File: src/rtl/sync_fifo_rd_unpacker.sv
// Read-side consumer of a synchronous FIFO: prefetches words into a 2-entry buffer and streams
// each word out as RATIO narrower beats, LSB slice first, on a valid/ready interface.
`timescale 1ns/1ps

module sync_fifo_rd_unpacker #(
    parameter int unsigned FIFO_WIDTH = 32,
    parameter int unsigned RATIO      = 4,
    parameter bit          FWFT       = 1'b1
) (
    input  logic                        clk_i,
    input  logic                        rst_i,
    input  logic                        fifo_empty_i,
    input  logic [FIFO_WIDTH-1:0]       fifo_rd_data_i,
    output logic                        fifo_read_o,
    output logic [FIFO_WIDTH/RATIO-1:0] m_data_o,
    output logic                        m_valid_o,
    input  logic                        m_ready_i,
    output logic                        m_last_o,
    output logic [1:0]                  buf_count_o
);

    localparam int unsigned BeatW = FIFO_WIDTH / RATIO;
    localparam int unsigned CntW  = (RATIO > 1) ? $clog2(RATIO) : 1;

    if ((RATIO < 1) || ((FIFO_WIDTH % RATIO) != 0)) begin : g_bad_cfg
        $error("sync_fifo_rd_unpacker: FIFO_WIDTH must be a multiple of RATIO and RATIO >= 1");
    end

    logic [FIFO_WIDTH-1:0] mem_q [2];
    logic                  wr_ptr_q, wr_ptr_d;
    logic                  rd_ptr_q, rd_ptr_d;
    logic [1:0]            count_q, count_d;
    logic [CntW-1:0]       beat_q, beat_d;
    logic                  in_flight_q, in_flight_d;

    logic [FIFO_WIDTH-1:0] head;
    logic                  beat_last;
    logic                  transfer;
    logic                  pop_word;
    logic                  capture;
    logic [2:0]            credit;

    always_comb begin
        head        = mem_q[rd_ptr_q];
        m_valid_o   = (count_q != 2'd0);
        beat_last   = (beat_q == CntW'(RATIO - 1));
        m_last_o    = m_valid_o & beat_last;
        m_data_o    = head[beat_q * BeatW +: BeatW];
        buf_count_o = count_q;
        transfer    = m_valid_o & m_ready_i;
        pop_word    = transfer & m_last_o;
        // Words held plus words on their way in, minus the one leaving this edge.
        credit      = {1'b0, count_q} + {2'b00, in_flight_q} - {2'b00, pop_word};
        fifo_read_o = !rst_i & !fifo_empty_i & (credit < 3'd2);
        // Standard mode sees the popped word one cycle after the request.
        capture     = FWFT ? fifo_read_o : in_flight_q;
    end

    always_comb begin
        wr_ptr_d    = wr_ptr_q;
        rd_ptr_d    = rd_ptr_q;
        beat_d      = beat_q;
        in_flight_d = FWFT ? 1'b0 : fifo_read_o;
        if (capture) begin
            wr_ptr_d = ~wr_ptr_q;
        end
        if (pop_word) begin
            rd_ptr_d = ~rd_ptr_q;
        end
        if (transfer) begin
            beat_d = beat_last ? '0 : beat_q + CntW'(1);
        end
        count_d = count_q + {1'b0, capture} - {1'b0, pop_word};
    end

    always_ff @(posedge clk_i or posedge rst_i) begin
        if (rst_i) begin
            mem_q[0]    <= '0;
            mem_q[1]    <= '0;
            wr_ptr_q    <= 1'b0;
            rd_ptr_q    <= 1'b0;
            count_q     <= 2'd0;
            beat_q      <= '0;
            in_flight_q <= 1'b0;
        end else begin
            if (capture) begin
                mem_q[wr_ptr_q] <= fifo_rd_data_i;
            end
            wr_ptr_q    <= wr_ptr_d;
            rd_ptr_q    <= rd_ptr_d;
            count_q     <= count_d;
            beat_q      <= beat_d;
            in_flight_q <= in_flight_d;
        end
    end

endmodule
File: config.mk
export PLATFORM = sky130hd
export DESIGN_NAME = sync_fifo_rd_unpacker
export DESIGN_NICKNAME = d
export VERILOG_FILES = /design/src/rtl/sync_fifo_rd_unpacker.sv
export SDC_FILE = /design/constraint.sdc
export NUM_CORES = 1
export LEC_CHECK = 0
export BUFFER_PORTS_ARGS = -buffer_cell sky130_fd_sc_hd__buf_2
export CAP_MARGIN = 20
export CORE_ASPECT_RATIO = 0.6
export CORE_UTILIZATION = 51
export DETAILED_ROUTE_END_ITERATION = 6
export GPL_TIMING_DRIVEN = 0
export PLACE_DENSITY = 0.75
export SETUP_SLACK_MARGIN = 0.5
export SLEW_MARGIN = 5
export SYNTH_ARGS = -nofsm -noshare
export SYNTH_HDL_FRONTEND = slang
export SYNTH_SLANG_ARGS = --single-unit
File: constraint.sdc
create_clock -name clk_i -period 2.2 [get_ports clk_i]
set_input_delay 0.55 -clock clk_i [delete_from_list [all_inputs] [get_ports clk_i]]
set_output_delay 0.55 -clock clk_i [all_outputs]
set_load 0.03 [all_outputs]
After elaboration in Yosys (flattened, before gate mapping):

Cells that the tools add are included.

* add/subtract/negate cells: 4
* $lt $le $gt $ge: 4
* equal/unequal tests: 1
* shifts and indexed selects: 1
* mux-type cells: 7
* bitwise logic cells: 9
* reductions and logical operators: 4

Operators by type and width (number)
* $mux W32: 4
* $bwmux W64: 1
* $demux W32 S1: 1
* $shiftx A32 B6 Y8: 1
* $and A1 B1 Y1: 5
* $ge A2 B2 Y1 const B: 2
* $not A1 Y2: 2
* $lt A3 B2 Y1 const B: 1
* $sub A2 B1 Y3: 1
* $add A2 B1 Y2: 1
* $add A2 B1 Y2 const B: 1
* $eq A2 B2 Y1 const B: 1
* $logic_not A1 Y1: 2
* $lt A2 B1 Y1 const B: 1
* $mux W2: 1
* $not A1 Y1: 2
* $reduce_bool A2 Y1: 1
* $sub A2 B1 Y2: 1
* $logic_and A1 B1 Y1: 1

* flip-flop bits (word level): 70
* input bits: 36
* output and inout bits: 13
* logic and storage cells: 36

Longest topological paths before layout:

Gate-level depths: netlist of the first run.

* word-level depth: 8
* depth in mapped cells: 8
* depth with buffers taken out: 7

Worst setup path before layout of the first run:

OpenSTA, ideal clock, no wires.

* path type: reg-to-output
* from: reg count_q[1] (netlist: buf_count_o[1])
* to: out fifo_read_o
* data arrival time: 1.882 ns
* data required time: 1.650 ns
* slack: -0.232 ns
* stages on the path, launching flop included: 7
* path buffers: 0
* cell sequence: dfrtp_1 > o21a_1 > and2_1 > ha_1 > xnor2_2 > nand2_1 > inv_1

* cells in the longest elaborated chain, start to end: 6
* elaborated cells between the ends (all ways): 7
* those cells by class: add/sub: 1; order compare: 1; bitwise: 4; reduce/logical: 1

RTL lines
* from (decl): line 32 `logic [1:0] count_q, count_d;`
* from (signal assigned): line 91 `count_q <= count_d;`
* $reduce_bool A2 Y1: line 45 `m_valid_o = (count_q != 2'd0);`
* $and A1 B1 Y1: line 47 `m_last_o = m_valid_o & beat_last;`
* named net m_last_o: line 18 `output logic m_last_o,`
* $and A1 B1 Y1: line 51 `pop_word = transfer & m_last_o;`
* $sub A2 B1 Y3: line 53 `credit = {1'b0, count_q} + {2'b00, in_flight_q} - {2'b00, pop_word};`
* $lt A3 B2 Y1: line 54 `fifo_read_o = !rst_i & !fifo_empty_i & (credit < 3'd2);`
* $and A1 B1 Y1: line 54
* to (decl): line 14 `output logic fifo_read_o,`

The timed path passes the listed nets, and every way through them passes these cells.

Final worst setup path of the first run:

* from: reg beat_q[1]
* to: out m_data_o[1]

* cells in the longest elaborated chain, start to end: 1

RTL lines
* from (decl): line 33 `logic [CntW-1:0] beat_q, beat_d;`
* from (signal assigned): line 92 `beat_q <= beat_d;`
* $shiftx A32 B6 Y8: line 48 `m_data_o = head[beat_q * BeatW +: BeatW];`
* to (decl): line 15 `output logic [FIFO_WIDTH/RATIO-1:0] m_data_o,`

Every way passes these cells.

==> results of run 1 <==
-- worst min path at each step --
stage / end / slack (ns) / start
finish: mem_q[46] / 0.33 / rst_i
global route: mem_q[46] / 0.38 / rst_i
CTS: mem_q[46] / 0.34 / rst_i
detailed placement: mem_q[24] / 0.48 / mem_q[24]
global placement: mem_q[24] / 0.48 / mem_q[24]
floorplan: mem_q[23] / 0.46 / mem_q[23]
-- cell usage after synthesis (2+ instances only) --
cell | number | area share, %
dfrtp_1 | 70 | 54
mux2_2 | 66 | 23
mux4_1 | 11 | 8.9
buf_6 | 7 | 2.4
mux2_4 | 5 | 2.3
mux4_2 | 5 | 3.5
inv_1 | 3 | 0.35
buf_2 | 2 | 0.31
ha_1 | 2 | 0.77
mux2_1 | 2 | 0.69
o21ai_0 | 2 | 0.31
xor2_1 | 2 | 0.54
-- through the flow --
step | utilization (%) | instances | area [um^2] | TNS [ns]
floorplan | - | 190 | 3300 | 0
global placement | 59.3 | 322 | 3640 | 0
detailed placement | 59.7 | 323 | 3660 | 0
CTS | 71.2 | 362 | 4370 | -10.94
global route | 73.1 | 373 | 4490 | -20.82
finish | 73.1 | 373 | 4490 | -17.06
-- registers in the layout (all words and copies together) (netlist names) --
name         count
buf_count_o      2
wr_ptr_q         1
rd_ptr_q         1
mem_q           64
beat_q           2
-- worst register-to-register path, cell delays in order, from the launching register on --
cell	delay (ns)
dfrtp_1	0.41
ha_2	0.21
o21a_4	0.12
and2_4	0.15
ha_4	0.17
xnor2_4	0.22
buf_6	0.13
buf_6	0.08
buf_6	0.11
nand3_4	0.15
buf_12	0.20
buf_8	0.13
mux2_2	0.28
-- final cells by class --
type	instances	area (um^2)
timing repair buffer	84	825
buffer	11	174
inverter	3	15.0
sequential	70	1750
fill	373	1650
tap	84	105
clock buffer	13	149
clock inverter	2	10.0
multi-input combinational	106	1460
-- per-layer routing --
metal / routed length (um) / vias up / track usage [%]
met5: 0 / - / 0
met4: 117 / 0 / 7.92
met3: 429 / 13 / 8.06
met2: 3640 / 62 / 38.2
met1: 3400 / 1023 / 33.8
li1: - / 899 / -
-- where the power goes --
part / internal (mW) / leakage (nW) / switching, mW / total [mW]
sequential: 1.94 / 0.843 / 0.361 / 2.30
combinational: 2.27 / 1.20 / 1.49 / 3.76
clock: 0.431 / 0.0833 / 0.451 / 0.882
total: 4.64 / 2.12 / 2.30 / 6.94
-- kinds of logic (layout without fill, tap and decap cells) --
family                     count (synthesis)  after routing
muxes                                     89             89
DFF                                       70             70
buffers and inverters                     14            113
and+or+nand+nor                            7              7
AOI/OAI and AO/OA                          4              4
xor gates and xnor gates                   4              4
adders and majority gates                  2              2
-- timing repair --
item                       CTS  global route
gates cloned                 6             0
gates resized for setup     52            12
pin swaps                    1             5
setup endpoints to repair   77            76
buffers inserted            18            11
==> flow_summary.toml, run 1 <==
[pwr]
p_per_area_mw_per_mm2 = 1550
report.power.total_mw = 6.94
power.static_leakage_nw = 2.12
vdd_ir_drop_max_uv = 760

[global_route]
grt_pass1_vias = 2092
global_route.usage.total_pct = 24.8
largest_net_degree_at_the_start_of_global_routing = 37
initial_antenna_violation_count = 0
grt_overflow_total = 0
grt_pass1_wl_um = 11700

[synth]
synth_cells = 190
synthMuxAreaShare_pct = 38.1
fraction_of_the_mapped_netlist_area_in_compound_gates_pct = 0.768
synth_ff_type = "dfrtp_1"
synth_edf_count = 0
synth-xor-area-share_pct = 1.31
avgSynthCellArea_um2 = 17.1
postSynthNetCount = 228
synthAdderAreaFrac_pct = 0.768
synth_top_family_by_area = "multiplexers"
syn-cell-area_mm2 = 0.00326
async_flop_share_pct = 100
proportion_of_synthesized_chip_area_in_sequential_cells_pct = 53.8
yosys_warnings = 0
yosys.area_share.simple_pct = 1.42
synthDistinctLibCells = 25
synth.ff_latch_count = 70

[die]
die_w_um = 105
die_area_mm2 = 0.00672
core_region_area_mm2 = 0.00614
boundaryPins = 49
rows = 22
die_h_um = 63.9
initial_core_util_pct = 53.1

[place]
buffers_on_ports = 48
routabilityCongestion = 0.694
place_ws_ns = 0.0125
detailedPlacementHpwl_um = 4280

[layout]
syn_to_layout_area_delta_pct = 37.8
layout_common_cells = "dfrtp_1, mux2_2, buf_2"
antenna_cells = 0
final_nets = 323
fraction_of_final_layout_cells_sized_beyond_drive_strength_1_pct = 71.3
layout_commonest_cell = "dfrtp_1"

[critical_path]
worst_r2r_endpoint = "mem_q[9]"
critical_path_cell_count = 4
setup.worst_path.end_class = "primary output"
worst_ep_required_time_ns = 1.65
cp_data_arrival_time_ns = 1.94
slowest_delay_ns = 0.58
worst_path_buf_inv = 2
worst_reg2reg_setup_slack_ns = -0.27
reg2reg_depth = 12
cp_slowest_cell = "mux4_1"
crit_path_start = "beat_q[1]"
cells_traversed_along_the_worst_timing_path = "buf_6, mux4_1, mux2_4, buf_6"
timing.critical_path.mode_cell = "buf_6"
critical_path_peak_fanout = 8
cpLargestDelayFamily = "multiplexers"
critical_path.reg2reg.startpoint = "beat_q[1]"
worst_setup_path_start_kind = "flop"
setup.worst_path.class = "flop to primary output"
endpoint = "m_data_o[1]"

[clock_tree]
tritoncts.num_buffers = 9
level_count_of_the_clock_h_tree = 3
clock_pin_transition_on_the_worst_setup_and_hold_timing_paths_ns = 0.08
cts_tree = "built"
clock_root_buffer = "clkbuf_8"
post_cts_hold_buffer_count = 0
ctsLongestPathBuffers = 2
clock_sink_count = 70
worstSkewPairLatency_ns = 0.35

[min_path]
worst_min_delay_path_class = "primary input to async pin"

[routing]
final_routed_wirelength_across_all_metal_layers_um = 7590
via_count = 1997
dr.first_iter.drc_count = 62
dr.pass1.iters = 6
drt.antenna.violating_nets = 0
routed_via_density = 5.35
wire_per_inst_um = 20.3
drc_errors = 0

[status]
failed_checks = "setup timing"
outcome = "complete, but fails checks"

[sta]
worst_slew_pin_slew_ns = 0.763
setup_slack_ns = -0.295
rsz0062_at_grt = "yes"
slew_viol_final = 0
timing.slew.headroom_pct = 49.0
final.hold.worst_slack_ns = 0.325
setup_viol_count_final = 73
hold_viol_final = 0
finalClockSkew_ns = 0.0125
final.min_clock_period_ns = 2.49
post-route-period-util_pct = 113
fmax_ghz = 0.401

[run]
timing.max_cap.violations = 0
No activity file was read; power rests on OpenSTA's default activity.
==> run 2: changes to the inputs <==
Settings changed: PLACE_DENSITY 0.75 to default, PLACE_DENSITY_LB_ADDON from default to 0.15.
Clock period 2.2 ns to 2.1 ns, I/O delays scaled along.
==> run 2 against run 1 <==
Against the previous run:
- the run still ends with setup timing left
- global-route usage decreased by 0.29 points
- first-iteration DRC count decreased by 34%
- count of clock-buffer cells in the layout down 1
- setup slack lost 0.049 ns
- design area shrank 1.1%
- final cell count is 0.80% lower
- non-clock buffer count fell by 4
- highest routed layer unchanged
- clock skew shrank 0.0033 ns
- largest power group unchanged
==> flow_summary.toml, run 2 (same netlist as run 1, synthesis figures left out) <==
[layout]
fillers = 397
fin_util_pct = 72.3
layout_commonest_cell = "dfrtp_1"
antenna_cells = 0
post-route-cell-area_mm2 = 0.00444
layout_common_cells = "dfrtp_1, mux2_2, buf_2"
top_register = "mem_q"
fraction_of_final_layout_cells_sized_beyond_drive_strength_1_pct = 72.7
syn_to_layout_area_delta_pct = 36.2
final_nets = 319
fin_cells = 370
largest_register_ff_count = 64

[pwr]
power.static_leakage_nw = 2.09
vdd_ir_drop_max_uv = 813
switching_fraction_of_total_power_pct = 32.4
p_sw_mw = 2.41
p_per_area_mw_per_mm2 = 1670
power_frac_seq_pct = 32.4
combinationalPowerShare_pct = 52.8
clock_power_share_pct = 14.9
power.internal_mw = 5.02

[die]
initial_core_util_pct = 53.1
rows = 22
core_region_area_mm2 = 0.00614
die_h_um = 63.9
die_w_um = 105
die_area_mm2 = 0.00672
boundaryPins = 49

[routing]
drc_errors = 0
routed_via_density = 5.31
drt.antenna.violating_nets = 0
dr.pass1.iters = 4
final_routed_wirelength_across_all_metal_layers_um = 7240
via_count = 1965
wire_per_inst_um = 19.6
dr.first_iter.drc_count = 41

[sta]
fmax_ghz = 0.409
hold_viol_final = 0
final.min_clock_period_ns = 2.44
post-route-period-util_pct = 116
finalClockSkew_ns = 0.00922
setup_slack_ns = -0.344
worst_slew_pin_slew_ns = 0.829
setup_viol_count_final = 73
final.hold.worst_slack_ns = 0.334
timing.slew.headroom_pct = 44.6
slew_viol_final = 0
rsz0062_at_grt = "yes"

[place]
routabilityCongestion = 0.706
place_ws_ns = -0.0690
detailedPlacementHpwl_um = 4190
place_area_mm2 = 0.00366
buffers_on_ports = 48
placed_cells_incl_taps = 323

[clock_tree]
clock_pin_transition_on_the_worst_setup_and_hold_timing_paths_ns = 0.08
clock_root_buffer = "clkbuf_8"
cts_tree = "built"
clock_sink_count = 70
worstSkewPairLatency_ns = 0.34
level_count_of_the_clock_h_tree = 3
ctsLongestPathBuffers = 2
tritoncts.num_buffers = 9

[critical_path]
worst_setup_path_start_kind = "flop"
slowest_delay_ns = 0.50
cp_data_arrival_time_ns = 1.92
cp_slowest_cell = "mux4_2"
cells_traversed_along_the_worst_timing_path = "buf_8, buf_12, mux4_2, mux2_4, buf_6"
worst_ep_required_time_ns = 1.57
setup.worst_path.class = "flop to primary output"
cpLargestDelayFamily = "multiplexers"
setup.worst_path.end_class = "primary output"
critical_path_peak_fanout = 8
worst_path_buf_inv = 3

[status]
failed_checks = "setup timing"
outcome = "complete, but fails checks"

[global_route]
initial_antenna_violation_count = 0
largest_net_degree_at_the_start_of_global_routing = 38
grt_pass1_vias = 2126
grt_overflow_total = 0
global_route.usage.total_pct = 24.6
grt_pass1_wl_um = 11700

[run]
timing.max_cap.violations = 0

[min_path]
worst_min_delay_path_class = "primary input to async pin"
==> run 2: cell count changes in the layout (fill, tap and decap cells not counted) <==
cell       delta
mux4_2        +3
clkbuf_8      +1
clkinv_2      +1
buf_6         +5
buf_4         -3
mux4_1        -3
buf_8         -1
buf_12        -5
clkbuf_1      -2
bufinv_16     +1
==> run 2: power groups by stage <==
stage / Clock [mW] / Sequential, mW / Combinational, mW
3_3_place_gp: 0 / 2.37 / 2.95
5_1_grt: 1.19 / 2.50 / 4.12
4_1_cts: 1.12 / 2.38 / 3.80
2_1_floorplan: 0 / 2.31 / 2.42
6_report: 1.10 / 2.40 / 3.92
3_5_place_dp: 0 / 2.39 / 3.00
==> run 2: layout make-up <==
type	count	area [um^2]	share of cell area, %
sequential	70	1750	39.5
multi-input combinational	106	1440	32.6
timing repair buffer	80	738	16.6
buffer	11	179	4.03
clock buffer	12	155	3.50
tap	84	105	2.37
clock inverter	4	45.0	1.02
inverter	3	15.0	0.339
==> run 2: worst paths after layout <==
| path | end | slack [ns] | from | cells past startpoint |
|---|---|---|---|---|
| max | m_data_o[1] | -0.34 | rd_ptr_q | 5 |
| min | mem_q[46] | 0.33 | rst_i | 2 |
| max reg2reg | mem_q[13] | -0.22 | beat_q[0] | 10 |
| min reg2reg | mem_q[50] | 0.50 | mem_q[50] | 1 |
| max in group asynchronous | mem_q[43] | 1.14 | rst_i | 3 |
| min in group clk_i | mem_q[42] | 0.42 | fifo_rd_data_i[10] | 2 |
==> run 2: metrics by stage <==
| stage | TNS [ns] | total power, mW |
|---|---|---|
| after CTS | -5.11 | 7.30 |
| after global routing | -20.08 | 7.80 |
| after detailed placement | -1.21 | 5.39 |
| after floorplan | 0 | 4.73 |
| after global placement | -0.704 | 5.32 |
| final | -14.96 | 7.42 |
==> run 2: per-layer routing <==
metal / part of all wire (%) / global-route usage, %
met3: 5.3 / 6.33
met5: 0 / 0
met2: 46 / 37.4
met1: 48 / 34.6
met4: 1.2 / 8.45
==> run 2: what timing repair did <==
action,in CTS,in global routing
setup buffers,19,6
resized for setup,61,10
pin swaps,4,5
endpoints found under the setup margin,78,78
hold buffers,0,0
cloned,6,0
hold endpoints to repair,0,0
==> run 3: changes to the inputs <==
Settings changed: ABC_CLOCK_PERIOD_IN_PS from default to 2400, CORE_UTILIZATION 51 to 55, CTS_CLUSTER_DIAMETER from default to 30.
Clock period 2.1 ns to 2.4 ns, I/O delays scaled along.
==> run 3 against run 2 <==
Against the previous run:
- the flow still finishes with violations (setup timing)
- count of clock-buffer cells in the layout rose by 2
- global-route usage rose by 3.6 points
- combinational power fell by 5%
- sequential share of layout area fell by 1.9 points
- flip-flop and latch count did not move
- non-clock buffer count rose by 1
- highest routed layer unchanged
==> flow_summary.toml, run 3 (same netlist as run 1, synthesis figures left out) <==
[clock_tree]
level_count_of_the_clock_h_tree = 3
clock_root_buffer = "clkbuf_8"
clock_sink_count = 70
tritoncts.num_buffers = 9
worstSkewPairLatency_ns = 0.35
clock_pin_transition_on_the_worst_setup_and_hold_timing_paths_ns = 0.07
post_cts_hold_buffer_count = 0
cts_tree = "built"
ctsLongestPathBuffers = 2

[critical_path]
worst_setup_path_start_kind = "flop"
critical_path_peak_fanout = 8
setup.worst_path.class = "flop to primary output"
setup.worst_path.end_class = "primary output"
cp_data_arrival_time_ns = 1.93
worst_ep_required_time_ns = 1.80

[layout]
fraction_of_final_layout_cells_sized_beyond_drive_strength_1_pct = 70.6
final_nets = 320
top_register = "mem_q"
layout_common_cells = "mux2_4, dfrtp_1, buf_2"
seq_area_mm2 = 0.00175
fillers = 273
fin_cells = 366
syn_to_layout_area_delta_pct = 42.9
layout_commonest_cell = "mux2_4"
antenna_cells = 0
post-route-cell-area_mm2 = 0.00465
largest_register_ff_count = 64
area_of_the_multi_input_gates_mm2 = 0.00167

[pwr]
vdd_ir_drop_max_uv = 894
clock_power_share_pct = 12.9
p_sw_mw = 2.19
p_per_area_mw_per_mm2 = 1440
power_frac_seq_pct = 31.7
power.static_leakage_nw = 2.39
power.internal_mw = 4.53
combinationalPowerShare_pct = 55.4
switching_fraction_of_total_power_pct = 32.6
report.power.total_mw = 6.72

[place]
place_area_mm2 = 0.00365
detailedPlacementHpwl_um = 4220
routabilityCongestion = 0.703
place_ws_ns = 0.129
placed_cells_incl_taps = 319
buffers_on_ports = 48

[global_route]
initial_antenna_violation_count = 0
global_route.usage.total_pct = 28.1
grt_pass1_wl_um = 12000
largest_net_degree_at_the_start_of_global_routing = 40
grt_overflow_total = 0
grt_pass1_vias = 2123

[run]
timing.max_cap.violations = 0

[routing]
dr.pass1.iters = 4
drt.antenna.violating_nets = 0
wire_per_inst_um = 22.4
dr.first_iter.drc_count = 99
final_routed_wirelength_across_all_metal_layers_um = 8190
drc_errors = 0
via_count = 2037
routed_via_density = 5.57

[status]
failed_checks = "setup timing"
outcome = "complete, but fails checks"

[sta]
worst_slew_pin_slew_ns = 0.720
rsz0062_at_grt = "yes"
setup_viol_count_final = 9
setup_slack_ns = -0.127
finalClockSkew_ns = 0.00828
post-route-period-util_pct = 105
final.min_clock_period_ns = 2.53
timing.slew.headroom_pct = 51.9
hold_viol_final = 0
slew_viol_final = 0
fmax_ghz = 0.396

[die]
core_region_area_mm2 = 0.00565
boundaryPins = 49
die_area_mm2 = 0.00624
die_w_um = 101
rows = 21
initial_core_util_pct = 57.7
die_h_um = 61.6

[min_path]
worst_min_delay_path_class = "primary input to async pin"
[run 3: cell count changes in the layout (fill, tap and decap cells not counted), moves of 2 or more]
cell      delta
mux2_4      +61
buf_8        +2
mux4_1       +3
clkinv_2     -2
mux2_2      -61
mux4_2       -3
[run 3: final timing paths]
| check | from | end | slack, ns | cells after the start |
|---|---|---|---|---|
| setup reg to reg | beat_q[0] | mem_q[7] | 0.08 | 10 |
| max in group asynchronous | rst_i | mem_q[43] | 1.40 | 3 |
| hold reg to reg | mem_q[35] | mem_q[35] | 0.50 | 1 |
| hold / removal | rst_i | buf_count_o[0] | 0.37 | 2 |
| setup / recovery | rd_ptr_q | m_data_o[0] | -0.13 | 5 |
| min in group clk_i | fifo_rd_data_i[17] | mem_q[49] | 0.50 | 2 |
[run 3: routing by layer]
metal  GRT usage (%)  part of all wire (%)
met5               0                     0
met4            6.42                  0.45
met3            9.53                   5.5
met2            42.5                    47
met1            40.0                    47
[run 3: area by class of cell]
class	instances	area share, %
buffer	11	3.90
clock buffer	14	3.71
clock inverter	1	0.108
inverter	3	0.323
multi-input combinational	106	36.0
sequential	70	37.7
tap	80	2.15
timing repair buffer	81	16.2
[run 3: repair_timing]
action	CTS	global route
pin swaps	1	0
gates resized for setup	117	10
setup buffers	21	5
cloned	6	0
endpoints found under the setup margin	74	74
[run 3: worst max-delay path, stage by stage, from the launching register on]
cell and delay, ns:
dfrtp_1 0.37, buf_8 0.15, buf_12 0.14, mux4_2 0.51, mux2_4 0.28, buf_6 0.14
[run 3: power groups by stage]
| stage | logic [mW] | registers (mW) | clock network [mW] |
|---|---|---|---|
| 4_1_cts | 3.60 | 2.09 | 0.875 |
| 3_3_place_gp | 2.56 | 2.07 | 0 |
| 3_5_place_dp | 2.63 | 2.09 | 0 |
| 2_1_floorplan | 2.11 | 2.02 | 0 |
| 6_report | 3.72 | 2.13 | 0.867 |
| 5_1_grt | 3.90 | 2.19 | 0.937 |
[run 3: through the flow]
stage | TNS (ns) | utilization [%] | hold slack (ns)
floorplan | 0 | - | 0.459
global route | -1.43 | 82.4 | 0.410
finish | -0.990 | 82.4 | 0.373
CTS | -0.815 | 81.0 | 0.383
detailed placement | 0 | 64.7 | 0.482
global placement | 0 | 64.3 | 0.472
